<file path="src/rtl/busy_table_wr_arbiter_if.sv">
// Request/response bundle between rename/writeback and the busy-table write arbiter.
// The arbiter uses the slave modport; request producers use master.
interface busy_table_wr_arbiter_if #(
   parameter int unsigned PHY_RF_DEPTH = 128,
   parameter int unsigned NUM_WB       = 2,
   parameter int unsigned QUEUE_DEPTH  = 8
);
   localparam int unsigned AW = $clog2(PHY_RF_DEPTH);
   localparam int unsigned CW = $clog2(QUEUE_DEPTH) + 1;

   logic                 set_valid;
   logic [AW-1:0]        set_addr;
   logic                 set_ready;
   logic [NUM_WB-1:0]    clr_valid;
   logic [NUM_WB*AW-1:0] clr_addr;
   logic                 clr_ready;
   logic                 wr_en;
   logic [AW-1:0]        wr_addr;
   logic                 wr_data;
   logic [CW-1:0]        queue_count;

   modport master (
      output set_valid, set_addr, clr_valid, clr_addr,
      input  set_ready, clr_ready, wr_en, wr_addr, wr_data, queue_count
   );

   modport slave (
      input  set_valid, set_addr, clr_valid, clr_addr,
      output set_ready, clr_ready, wr_en, wr_addr, wr_data, queue_count
   );
endinterface

</file>
<file path="src/rtl/busy_table_wr_arbiter.sv">
// Arbitrates the busy table's single write port between rename sets and a queue
// of writeback clears; an accepted set cancels any queued clear of the same tag.
module busy_table_wr_arbiter #(
   parameter int unsigned PHY_RF_DEPTH = 128,
   parameter int unsigned NUM_WB       = 2,
   parameter int unsigned QUEUE_DEPTH  = 8
) (
   input  logic                     clk,
   input  logic                     rst,
   busy_table_wr_arbiter_if.slave   bus
);
   localparam int unsigned AW = $clog2(PHY_RF_DEPTH);
   localparam int unsigned PW = $clog2(QUEUE_DEPTH);
   localparam int unsigned CW = PW + 1;

   logic [CW-1:0]          head;
   logic [CW-1:0]          tail;
   logic [CW-1:0]          tail_n;
   logic [CW-1:0]          count;
   logic [QUEUE_DEPTH-1:0] q_valid;
   logic [QUEUE_DEPTH-1:0] q_valid_n;
   logic [AW-1:0]          q_addr   [QUEUE_DEPTH];
   logic [AW-1:0]          q_addr_n [QUEUE_DEPTH];
   logic                   set_acc;
   logic                   pop;
   logic [PW-1:0]          head_idx;

   // Pointers carry one extra wrap bit so a full queue is distinct from empty.
   assign count           = tail - head;
   assign bus.queue_count = count;
   assign bus.clr_ready   = (count <= CW'(QUEUE_DEPTH - NUM_WB));
   assign bus.set_ready   = (count <  CW'(QUEUE_DEPTH - NUM_WB));
   assign set_acc         = bus.set_valid && bus.set_ready;
   assign pop             = !set_acc && (count != '0);
   assign head_idx        = head[PW-1:0];

   // Cancel queued clears hit by an accepted set, then compact-push incoming clears.
   always_comb begin
      q_valid_n = q_valid;
      q_addr_n  = q_addr;
      tail_n    = tail;
      if (set_acc) begin
         for (int i = 0; i < int'(QUEUE_DEPTH); i++) begin
            if (q_addr[i] == bus.set_addr) q_valid_n[i] = 1'b0;
         end
      end
      if (bus.clr_ready) begin
         for (int p = 0; p < int'(NUM_WB); p++) begin
            if (bus.clr_valid[p]) begin
               q_valid_n[tail_n[PW-1:0]] = !(set_acc && (bus.clr_addr[p*AW +: AW] == bus.set_addr));
               q_addr_n[tail_n[PW-1:0]]  = bus.clr_addr[p*AW +: AW];
               tail_n                    = tail_n + CW'(1);
            end
         end
      end
   end

   // Queue control and the registered write port; sets take priority over pops.
   always_ff @(posedge clk or negedge rst) begin
      if (!rst) begin
         head        <= '0;
         tail        <= '0;
         q_valid     <= '0;
         bus.wr_en   <= 1'b0;
         bus.wr_addr <= '0;
         bus.wr_data <= 1'b0;
      end else begin
         tail    <= tail_n;
         q_valid <= q_valid_n;
         if (set_acc) begin
            bus.wr_en   <= 1'b1;
            bus.wr_addr <= bus.set_addr;
            bus.wr_data <= 1'b1;
         end else if (pop) begin
            head        <= head + CW'(1);
            bus.wr_en   <= q_valid[head_idx];
            bus.wr_addr <= q_addr[head_idx];
            bus.wr_data <= 1'b0;
         end else begin
            bus.wr_en   <= 1'b0;
         end
      end
   end

   // Entry addresses are qualified by q_valid and need no reset.
   always_ff @(posedge clk) begin
      q_addr <= q_addr_n;
   end
endmodule
</file>
<file path="src/flat_wrapper.sv">
// flat-port wrapper written by rule: the top's interface ports become plain ports
module busy_table_wr_arbiter_flat 
#(
   parameter int unsigned PHY_RF_DEPTH = 128,
   parameter int unsigned NUM_WB       = 2,
   parameter int unsigned QUEUE_DEPTH  = 8
)
  (clk, rst, bus_set_valid, bus_set_addr, bus_clr_valid, bus_clr_addr, bus_set_ready, bus_clr_ready, bus_wr_en, bus_wr_addr, bus_wr_data, bus_queue_count);
  busy_table_wr_arbiter_if #(.PHY_RF_DEPTH(PHY_RF_DEPTH), .NUM_WB(NUM_WB), .QUEUE_DEPTH(QUEUE_DEPTH)) bus_i ();
  input  logic clk;
  input  logic rst;
  input wire logic [$bits(bus_i.set_valid)-1:0] bus_set_valid;
  input wire logic [$bits(bus_i.set_addr)-1:0] bus_set_addr;
  input wire logic [$bits(bus_i.clr_valid)-1:0] bus_clr_valid;
  input wire logic [$bits(bus_i.clr_addr)-1:0] bus_clr_addr;
  output wire logic [$bits(bus_i.set_ready)-1:0] bus_set_ready;
  output wire logic [$bits(bus_i.clr_ready)-1:0] bus_clr_ready;
  output wire logic [$bits(bus_i.wr_en)-1:0] bus_wr_en;
  output wire logic [$bits(bus_i.wr_addr)-1:0] bus_wr_addr;
  output wire logic [$bits(bus_i.wr_data)-1:0] bus_wr_data;
  output wire logic [$bits(bus_i.queue_count)-1:0] bus_queue_count;
  assign bus_i.set_valid = bus_set_valid;
  assign bus_i.set_addr = bus_set_addr;
  assign bus_i.clr_valid = bus_clr_valid;
  assign bus_i.clr_addr = bus_clr_addr;
  assign bus_set_ready = bus_i.set_ready;
  assign bus_clr_ready = bus_i.clr_ready;
  assign bus_wr_en = bus_i.wr_en;
  assign bus_wr_addr = bus_i.wr_addr;
  assign bus_wr_data = bus_i.wr_data;
  assign bus_queue_count = bus_i.queue_count;
  busy_table_wr_arbiter #(.PHY_RF_DEPTH(PHY_RF_DEPTH), .NUM_WB(NUM_WB), .QUEUE_DEPTH(QUEUE_DEPTH)) u_core (.clk(clk), .rst(rst), .bus(bus_i));
endmodule
</file>
<file path="config.mk">
export PLATFORM = sky130hd
export DESIGN_NAME = busy_table_wr_arbiter_flat
export DESIGN_NICKNAME = d
export VERILOG_FILES = /design/src/rtl/busy_table_wr_arbiter_if.sv /design/src/rtl/busy_table_wr_arbiter.sv /design/src/flat_wrapper.sv
export SDC_FILE = /design/constraint.sdc
export NUM_CORES = 1
export LEC_CHECK = 0
export ABC_AREA = 1
export CORE_UTILIZATION = 41
export DETAILED_ROUTE_END_ITERATION = 6
export HOLD_SLACK_MARGIN = 0.06
export SYNTH_ARGS = -nofsm -noshare
export SYNTH_HDL_FRONTEND = slang
export SYNTH_SLANG_ARGS = --single-unit
</file>
<file path="constraint.sdc">
create_clock -name clk -period 4 [get_ports clk]
set_input_delay 1 -clock clk [delete_from_list [all_inputs] [get_ports clk]]
set_output_delay 1 -clock clk [all_outputs]
set_load 0.02 [all_outputs]
</file>
Word level (Yosys, flattened, before mapping):

Cells that the tools add are included.

* add/sub/neg operators: 4
* magnitude comparators: 12
* equality and inequality tests: 10
* muxes and demuxes: 42
* bitwise logic cells: 4
* reduce and logical (&&, ||, !) cells: 14

Operator list (count)
* two-way mux 56 bit: 3
* bitwise mux 56 bit: 2
* equality test 7 bit: 10
* demux 7 bit (select 3 bit): 2
* two-way mux 7 bit: 6
* two-way mux 8 bit: 5
* binary-select mux 7 bit (select 3 bit): 1
* bitwise mux 8 bit: 2
* two-way mux 1 bit: 15
* adder 4 x 1 -> 4 bit (second input constant): 3
* greater-or-equal comparator 4 bit (second input constant): 3
* less-than comparator 3 x 4 -> 1 bit (second input constant): 3
* two-way mux 4 bit: 3
* NOT 3 -> 4 bit: 3
* logical AND 1 bit: 8
* less-than comparator 4 x 1 -> 1 bit (second input constant): 2
* demux 1 bit (select 3 bit): 2
* greater-or-equal comparator 3 x 1 -> 1 bit (second input constant): 2
* less-or-equal comparator 4 x 3 -> 1 bit (second input constant): 1
* less-than comparator 4 x 3 -> 1 bit (second input constant): 1
* nonzero test 4 bit: 1
* subtractor 4 bit: 1
* binary-select mux 1 bit (select 3 bit): 1
* logical NOT 1 bit: 3
* 3 further kinds: 3

* flip-flop bits (word level): 81
* input port bits: 26
* output and inout port bits: 15

Logic depth before layout (Yosys ltp):

Gate-level depths: netlist (run 1).

* depth after elaboration: 11
* mapped depth: 14
* depth with buffers taken out: 14

Least setup slack after synthesis (run 1):

OpenSTA, ideal clock, no wires.

* path kind: register to output
* start: register u_core.head[2]
* end: output port bus_clr_ready
* arrival time: 2466 ps
* data required time: 3000 ps
* slack: 534 ps
* cell stages (with the launch flop): 11
* path buffers: 1
* path through: dfrtp_1 -> inv_1 -> clkbuf_1 -> ha_1 -> a21oi_1 -> nand2_1 -> nand2_1 -> nand2_2 -> inv_1 -> nand2_2 -> inv_2

* word-level cells in the longest chain between the ends: 2

Ends and longest elaborated chain
* start: declaration: line busy_table_wr_arbiter.sv:16 `logic [CW-1:0] head;`
* start signal: assignment: line busy_table_wr_arbiter.sv:75 `head <= head + CW'(1);`
* subtractor 4 bit: line busy_table_wr_arbiter.sv:29 `assign count = tail - head;`
* via bus_queue_count[3]: line flat_wrapper.sv:21 `output wire logic [$bits(bus_i.queue_count)-1:0] bus_queue_count;`
* less-or-equal comparator 4 x 3 -> 1 bit: line busy_table_wr_arbiter.sv:31 `assign bus.clr_ready = (count <= CW'(QUEUE_DEPTH - NUM_WB));`
* end: declaration: line flat_wrapper.sv:17 `output wire logic [$bits(bus_i.clr_ready)-1:0] bus_clr_ready;`

The timed path passes the listed nets, and every way through them passes these cells.

Worst setup path in the final report (run 1):

* start: register u_core.tail[0]
* end: output port bus_clr_ready

* word-level cells in the longest chain between the ends: 2

Ends and longest elaborated chain
* start: declaration: line busy_table_wr_arbiter.sv:17 `logic [CW-1:0] tail;`
* start signal: assignment: line busy_table_wr_arbiter.sv:68 `tail <= tail_n;`
* subtractor 4 bit: line busy_table_wr_arbiter.sv:29
* less-or-equal comparator 4 x 3 -> 1 bit: line busy_table_wr_arbiter.sv:31

No other way between the ends.

==> results.ini, run 1 <==
[detailed_routing]
drc=0
wirelength_mm=19.6
drt_iter0_drc=616
viasPerCell=5.42
dr.pass1.iters=5
wl_per_cell_um=18.8
ant_nets=0
vias=5642

[yosys]
synth-edff-count=56
dominantRegCellSynth=edfxtp_1
postSynthAreaPerCell_um2=7.51
synthArstFlopShare_pct=30.9
syn_nets=851
yosysWarningCount=0
synth_cell_types=39
netlist_area_mm2=0.00614
synth-seq-area-share_pct=37.6
synthCells=818
synth-seq-cells=81

[clocking]
clock_path_buffers=2
clkLatencyLatePin_ns=0.36
cts_root_buffer=clkbuf_16
clkSinkCount=81
hold_buffers=0
cts_buffers=9
htreeDepth=3
cts.reportedPaths.clkPinSlew_ns=0.06
cts_tree=built
cts_setup_buffers=0
cts_resized=0

[floorplanning]
die_w_um=124
placementRows=44
boundaryPins=41
core-area_mm2=0.0146
die_h_um=124
start_util_pct=42.1
dieArea_mm2=0.0155

[layout]
nets=885
diodes=0
drive_gt1_share_pct=10.2
syn_to_final_growth_pct=14.1
layout_commonest_cell=nand2_1
final_cell_mix=nand2_1 (210), o21ai_0 (94), inv_1 (73)

[worst_hold_path]
hold_path_end=u_core.bus.wr_data
min_from=u_core.bus.wr_data
worst_hold_path_type=flip-flop to flip-flop
min_path_cells=2

[power]
ir_drop_mv=2.01
clock_power_share_pct=11.8
comb_power_share_pct=59.0
netSwitchingFraction_pct=49.3
p_leak_nw=2.92
power_mw=7.40
power.internal_mw=3.75
p_per_area_mw_per_mm2=1060
p_sw_mw=3.65
pwr-share-seq_pct=29.2

[worst_setup_path]
r2r_start=u_core.tail[0]
r2r_slack_ns=1.04
start_kind=flip-flop
crit_required_ns=3.00
arrival_ns=2.76
crit_type=flip-flop to primary output
timing.rr.end=u_core.q_valid[0]
crit_fanout=5
reg2reg_depth=12
worstSetupEndpointType=primary output

[global_route]
grt_pass1_wl_mm=30.4
antenna_found_initial=0
grtUsageTotal_pct=26.0
grt_max_degree=64
grt_pass1_vias=5232
grt-ovfl-total=0

[timing]
drv_slew=0
fin_worst_skew_ns=0.00702
fin_crit_sh_pct=94.1
max_clock_freq_mhz=266
tns_ns=0
rsz0062_at_grt=no
finalHoldViolCount=0
slew_headroom_pct=41.1
setup_slack_ns=0.237
setup_viol=0
min_period_ns=3.76
worstMarginPinSlew_ns=0.884

[place]
port_buffers=40
dp_slack_ns=0.599
globalplace.congestion=0.909
hpwlAfterDp_mm=14.2

[job]
maxCapViolations=0

[status]
outcome=complete, no violations

==> sequential cells by signal, summed over array words and instances (netlist names) <==
name and cells:
u_core.bus.wr_en 1, u_core.q_valid 8, u_core.head 4, u_core.bus.wr_data 1, u_core.tail 4, u_core.q_addr 56, u_core.bus.wr_addr 7
==> power groups by stage <==
stage | clock [mW] | sequential (mW) | combinational (mW)
2_1_floorplan | 0 | 2.12 | 3.06
3_3_place_gp | 0 | 2.14 | 4.33
3_5_place_dp | 0 | 2.16 | 4.34
4_1_cts | 0.878 | 2.15 | 4.37
5_1_grt | 0.912 | 2.21 | 4.85
6_report | 0.873 | 2.16 | 4.37
==> per-stage QoR <==
step                hold WS, ns  instance area (um^2)  cells  utilization (%)
finish                    0.485                  7000   1041             48.0
global route              0.525                  7000   1041             48.0
CTS                       0.487                  7000   1041             48.0
detailed placement        0.473                  6690   1025             45.9
global placement          0.465                  6690   1025             45.9
floorplan                 0.462                  6140    818                -
==> worst max-delay path, stage by stage (launching register included) <==
cell,delay [ns]
dfrtp_1,0.43
inv_1,0.09
ha_1,0.23
fa_1,0.40
xor2_2,0.19
nor2_4,0.21
nand2_1,0.10
nand2_2,0.17
inv_2,0.05
clkdlybuf4s50_1,0.53
==> area by class of cell <==
class	count	area (um^2)
fillers	1497	7580
multi-input cells	613	3280
flip-flops and latches	81	2310
repair buffers	60	551
inverters	87	328
clock buffers	12	289
well taps	184	230
clock inverters	4	21.3
==> cell usage after synthesis, types with 2 or more instances <==
cell / instances / area (um^2)
edfxtp_1: 56 / 1680
o21ai_2: 6 / 52.6
nand2_1: 210 / 788
buf_2: 14 / 70.1
dfrtp_1: 25 / 626
inv_2: 12 / 45.0
nand4_1: 3 / 18.8
nand3_1: 38 / 190
o21ai_0: 94 / 470
nor2_1: 56 / 210
nor2_2: 3 / 18.8
ha_1: 6 / 75.1
o22ai_1: 7 / 43.8
clkbuf_1: 13 / 48.8
a21oi_1: 50 / 250
a31oi_1: 6 / 37.5
nand2_2: 6 / 37.5
nand2_4: 5 / 56.3
mux2_2: 2 / 22.5
xor2_1: 19 / 166
o21ai_1: 28 / 140
xnor2_1: 40 / 350
inv_1: 73 / 274
o211ai_1: 13 / 97.6
nor2_4: 11 / 124
buf_6: 9 / 101
==> how the worst max path moves through the flow <==
stage | start | endpoint | cells after the start
2_1_floorplan | u_core.head[2] | bus_clr_ready | 10
4_1_cts | u_core.tail[0] | bus_clr_ready | 9
5_1_grt | u_core.tail[0] | bus_clr_ready | 9
6_report | u_core.tail[0] | bus_clr_ready | 9
3_3_place_gp | u_core.tail[0] | bus_clr_ready | 9
3_5_place_dp | u_core.tail[0] | bus_clr_ready | 9
==> kinds of logic after synthesis <==
group	Yosys count	synth area share [%]
multiplexers	2	0.367
buffers and inverters	124	9.05
AO/OA/AOI/OAI	207	18.2
XOR/XNOR	60	8.68
adder cells (fa/ha/maj)	7	1.55
AND/OR/NAND/NOR	337	24.6
flip-flops	81	37.6
==> metal layers <==
| metal | vias to the layer above | routed length (um) | GRT usage, % |
|---|---|---|---|
| li1 | 2771 | - | - |
| met1 | 2566 | 8600 | 35.6 |
| met2 | 268 | 8460 | 39.1 |
| met3 | 37 | 1990 | 7.35 |
| met4 | 0 | 518 | 9.36 |
| met5 | - | 0 | 0 |
Power figures use the tool's default switching activity.
==> run 2, diff against run 1 <==
--- a/config.mk
+++ b/config.mk
@@ -9,6 +9,7 @@
 export CORE_UTILIZATION = 41
 export DETAILED_ROUTE_END_ITERATION = 6
 export HOLD_SLACK_MARGIN = 0.06
+export MAX_ROUTING_LAYER = met4
 export SYNTH_ARGS = -nofsm -noshare
 export SYNTH_HDL_FRONTEND = slang
 export SYNTH_SLANG_ARGS = --single-unit
==> results.ini, run 2 (synthesis gave the netlist of run 1 again) <==
[status]
outcome=complete, no violations

[clocking]
cts.reportedPaths.clkPinSlew_ns=0.06  ; about the same
clock_path_buffers=2  ; unchanged
cts_tree=built
cts_setup_buffers=0  ; unchanged
htreeDepth=3  ; unchanged
cts_buffers=9  ; unchanged
cts_resized=0  ; unchanged
clkSinkCount=81  ; unchanged
cts_root_buffer=clkbuf_16
clkLatencyLatePin_ns=0.36  ; about the same
hold_buffers=0  ; unchanged

[layout]
stdcell_area_mm2=0.00700  ; unchanged
final_cells=1041  ; unchanged
syn_to_final_growth_pct=14.1  ; unchanged
drive_gt1_share_pct=10.2  ; unchanged
nets=885  ; unchanged
largest_reg_flops=56  ; unchanged
top_register=u_core.q_addr
fin_util_pct=48.0  ; unchanged
top_regs=u_core.q_addr x56, u_core.q_valid x8, u_core.bus.wr_addr x7
num-fill-cells=1497  ; unchanged
final_cell_mix=nand2_1 (210), o21ai_0 (94), inv_1 (73)
diodes=0  ; unchanged
layout_commonest_cell=nand2_1

[worst_setup_path]
critical-path-top-delay-family=buffers and inverters
crit_required_ns=3.00  ; about the same
path_buf_inv=3  ; unchanged
critPathMaxStageDelay_ns=0.53  ; about the same
crit_type=flip-flop to primary output
arrival_ns=2.76  ; about the same
path_cells=inv_1 > ha_1 > fa_1 > xor2_2 > nor2_4 > nand2_1 > nand2_2 > inv_2 > clkdlybuf4s50_1
start_kind=flip-flop
worstSetupEndpointType=primary output
crit_slowest_cell=clkdlybuf4s50_1
crit_fanout=5  ; unchanged

[place]
placed_area_mm2=0.00669  ; unchanged
port_buffers=40  ; unchanged
hpwlAfterDp_mm=14.2  ; unchanged
dp_slack_ns=0.599  ; unchanged
placedCellCount=1025  ; unchanged
globalplace.congestion=0.924  ; +1.7%

[detailed_routing]
wl_per_cell_um=18.9  ; +0.53%
ant_nets=0  ; unchanged
dr.pass1.iters=7  ; +2
drt_iter0_drc=567  ; -8.0%
viasPerCell=5.44  ; +0.43%
wirelength_mm=19.7  ; +0.53%
drc=0  ; unchanged
vias=5666  ; +0.43%

[worst_hold_path]
worst_hold_path_type=flip-flop to flip-flop

[timing]
finalHoldViolCount=0  ; unchanged
slew_headroom_pct=40.9  ; -0.18 points
max_clock_freq_mhz=266  ; +0.20%
worstMarginPinSlew_ns=0.887  ; +0.00276 ns
rsz0062_at_grt=no
fin_worst_skew_ns=0.00759  ; +0.000576 ns
setup_viol=0  ; unchanged
tns_ns=0  ; unchanged
setup_slack_ns=0.245  ; +0.00742 ns
whs_ns=0.485  ; +0.000136 ns
drv_slew=0  ; unchanged
fin_crit_sh_pct=93.9  ; -0.19 points
min_period_ns=3.76  ; -0.00742 ns

[global_route]
grt_pass1_wl_mm=30.4  ; about the same
antenna_found_initial=0  ; unchanged
grtUsageTotal_pct=26.8  ; +0.77 points
grt-ovfl-total=0  ; unchanged
grt_max_degree=64  ; unchanged
grt_pass1_vias=5239  ; +0.13%

[floorplanning]
placementRows=44  ; unchanged
boundaryPins=41  ; unchanged
die_w_um=124  ; unchanged
start_util_pct=42.1  ; unchanged
die_h_um=124  ; unchanged
core-area_mm2=0.0146  ; unchanged
dieArea_mm2=0.0155  ; unchanged

[job]
maxCapViolations=0  ; unchanged

[power]
ir_drop_mv=2.02  ; +0.44%
p_leak_nw=2.92  ; unchanged
p_per_area_mw_per_mm2=1060  ; about the same
power_mw=7.39  ; about the same

==> run 2: metal layers <==
metal	vias up	routed length (um)	GRT usage, %
li1	2767	-	-
met1	2592	8820	35.7
met2	274	8510	39.0
met3	33	1820	7.35
met4	0	516	9.36
met5	-	0	-
==> run 2: report_power, final <==
part,internal [mW],switching [mW]
sequential,1.78,0.375
clock,0.509,0.360
combinational,1.45,2.91
==> run 2: cell type report <==
class,instances,area [um^2],area share [%]
Multi-Input combinational cell,613,3280,46.8
Sequential cell,81,2310,32.9
Tap cell,184,230,3.29
Clock inverter,4,21.3,0.304
Inverter,87,328,4.68
Clock buffer,12,289,4.13
Timing Repair Buffer,60,551,7.86
==> run 2: worst min-delay path, cell delays in order (launching register included) <==
cell     delay [ns]
dfrtp_1        0.35
nand2_1        0.05
nand2_1        0.05
==> run 2: path summary, 6_finish.rpt <==
path / endpoint / depth (start not counted) / slack (ns) / from
max: bus_clr_ready / 9 / 0.24 / u_core.tail[0]
min: u_core.bus.wr_data / 2 / 0.48 / u_core.bus.wr_data
max reg2reg: u_core.q_valid[0] / 12 / 1.04 / u_core.tail[0]
min reg2reg: u_core.bus.wr_data / 2 / 0.48 / u_core.bus.wr_data
max in group asynchronous: u_core.bus.wr_data / 2 / 2.73 / rst
min in group asynchronous: u_core.q_valid[2] / 2 / 1.01 / rst
==> run 3, diff against run 2 <==
==> constraint.sdc (replaced) <==
create_clock -name clk -period 3.79 [get_ports clk]
set_input_delay 0.9475 -clock clk [delete_from_list [all_inputs] [get_ports clk]]
set_output_delay 0.9475 -clock clk [all_outputs]
set_load 0.02 [all_outputs]
==> results.ini, run 3 (synthesis gave the netlist of run 1 again) <==
[status]
outcome=complete, no violations

[global_route]
antenna_found_initial=0  ; unchanged
grt_max_degree=64  ; unchanged
grtUsageTotal_pct=27.8  ; +0.94 points
grt_pass1_wl_mm=31.5  ; +3.5%
grt_pass1_vias=5147  ; -1.8%
grt-ovfl-total=0  ; unchanged

[worst_setup_path]
arrival_ns=2.74  ; -0.02 ns
crit_fanout=9  ; +4
start_kind=flip-flop
r2r_slack_ns=0.80  ; -0.24 ns
path_buf_inv=4  ; +1
crit_required_ns=2.84  ; -0.16 ns
critical-path-top-delay-family=buffers and inverters
crit_type=flip-flop to primary output
path_cells=clkinv_1 > ha_1 > a21oi_1 > nand2_1 > nand2_1 > nand2_2 > inv_1 > nand2_2 > inv_2 > clkdlybuf4s50_1
worstSetupEndpointType=primary output
crit_slowest_cell=clkdlybuf4s50_1
critPathMaxStageDelay_ns=0.59  ; +0.06 ns

[detailed_routing]
vias=5791  ; +2.2%
drc=0  ; unchanged
wl_per_cell_um=19.7  ; +4.3%
dr.pass1.iters=5  ; -2
viasPerCell=5.56  ; +2.1%
wirelength_mm=20.5  ; +4.4%
drt_iter0_drc=660  ; +16%
ant_nets=0  ; unchanged

[timing]
rsz0062_at_grt=no
drv_slew=0  ; unchanged
fin_worst_skew_ns=0.0134  ; +0.00580 ns
min_period_ns=3.69
finalHoldViolCount=0  ; unchanged
max_clock_freq_mhz=271
setup_viol=0  ; unchanged
worstMarginPinSlew_ns=0.880  ; -0.00667 ns
slew_headroom_pct=41.3  ; +0.44 points
whs_ns=0.486  ; +0.000774 ns
fin_crit_sh_pct=97.4
tns_ns=0  ; unchanged
setup_slack_ns=0.0976  ; -0.147 ns

[place]
port_buffers=40  ; unchanged
dp_slack_ns=0.483  ; -0.116 ns
placed_area_mm2=0.00670  ; +0.11%
globalplace.congestion=0.936  ; +1.2%
hpwlAfterDp_mm=14.8  ; +4.3%
placedCellCount=1026  ; +0.098%

[layout]
diodes=0  ; unchanged
fin_util_pct=48.2  ; +0.20 points
top_regs=u_core.q_addr x56, u_core.q_valid x8, u_core.bus.wr_addr x7
drive_gt1_share_pct=10.4  ; +0.22 points
syn_to_final_growth_pct=14.5
largest_reg_flops=56  ; unchanged
top_register=u_core.q_addr
layout_commonest_cell=nand2_1
final_cells=1042  ; +0.096%
stdcell_area_mm2=0.00703  ; +0.41%
num-fill-cells=1463  ; -2.3%
final_cell_mix=nand2_1 (210), o21ai_0 (94), inv_1 (73)
nets=886  ; +0.11%

[clocking]
cts_root_buffer=clkbuf_16
cts_tree=built
clkLatencyLatePin_ns=0.36  ; about the same
cts_setup_buffers=0  ; unchanged
cts_buffers=9  ; unchanged
clock_path_buffers=2  ; unchanged
cts.reportedPaths.clkPinSlew_ns=0.07  ; about the same
clkSinkCount=81  ; unchanged
htreeDepth=3  ; unchanged

[power]
power_mw=8.02  ; +8.5%
comb_power_share_pct=58.9  ; about the same
netSwitchingFraction_pct=49.5  ; +0.23 points
p_sw_mw=3.97  ; +9.0%
clock_power_share_pct=12.5  ; +0.7 points
ir_drop_mv=2.35  ; +16%
pwr-share-seq_pct=28.6  ; -0.6 points
p_per_area_mw_per_mm2=1140  ; +8.0%
p_leak_nw=2.94  ; +0.55%
power.internal_mw=4.05  ; +8.0%

[floorplanning]
boundaryPins=41  ; unchanged
dieArea_mm2=0.0155  ; unchanged
die_h_um=124  ; unchanged
start_util_pct=42.1  ; unchanged
placementRows=44  ; unchanged
core-area_mm2=0.0146  ; unchanged
die_w_um=124  ; unchanged

[job]
maxCapViolations=0  ; unchanged

[worst_hold_path]
worst_hold_path_type=flip-flop to flip-flop

run 3: cell count changes in the layout (fill, tap and decap cells not counted):
cell / previous run / this run
buf_4: 20 / 21
bufinv_16: 0 / 2
clkbuf_16: 11 / 9
clkbuf_8: 1 / 2
clkinv_2: 3 / 2
clkinv_4: 0 / 1
clkinvlp_4: 1 / 0
dfrtp_1: 25 / 24
dfrtp_2: 0 / 1
run 3: power by group through the flow:
stage | clock network [mW] | registers (mW) | logic [mW]
6_report | 1.00 | 2.29 | 4.72
5_1_grt | 1.04 | 2.34 | 5.21
4_1_cts | 0.997 | 2.28 | 4.69
3_5_place_dp | 0 | 2.29 | 4.67
3_3_place_gp | 0 | 2.28 | 4.65
2_1_floorplan | 0 | 2.23 | 3.23
run 3: routing by layer:
layer  global-route usage [%]  share of wire (%)  vias up
met1                     39.7                 45     2674
met4                     10.5                2.7        0
met3                     5.24                9.6       39
li1                         -                  -     2780
met5                        -                  0        -
met2                     38.6                 43      298
run 3: layout make-up:
type	count	area (um^2)	share of cell area, %
well taps	184	230	3.27
inverters	87	328	4.66
repair buffers	61	558	7.93
multi-input cells	613	3280	46.6
flip-flops and latches	81	2310	32.8
clock buffers	11	253	3.59
clock inverters	5	77.6	1.10
run 3: worst paths after layout:
check	startpoint	to	cells after the start
setup reg to reg	u_core.head[1]	u_core.q_valid[0]	13
setup / recovery	u_core.head[1]	bus_clr_ready	10
max in group asynchronous	rst	u_core.tail[0]	2
min in group asynchronous	rst	u_core.tail[1]	2
hold / removal	u_core.bus.wr_data	u_core.bus.wr_data	2
hold reg to reg	u_core.bus.wr_data	u_core.bus.wr_data	2
run 3: worst register-to-register path, delay by kind of cell (launching register included):
family	cells	cell delay, ns
AO/OA/AOI/OAI	2	0.46
adder cells (fa/ha/maj)	1	0.32
buffers and inverters	4	1.16
flip-flops	1	0.39
AND/OR/NAND/NOR	6	0.55
run 3: timing repair:
item	CTS	global route
setup endpoints to repair	0	1
gates resized for setup	0	1
hold buffers	0	0
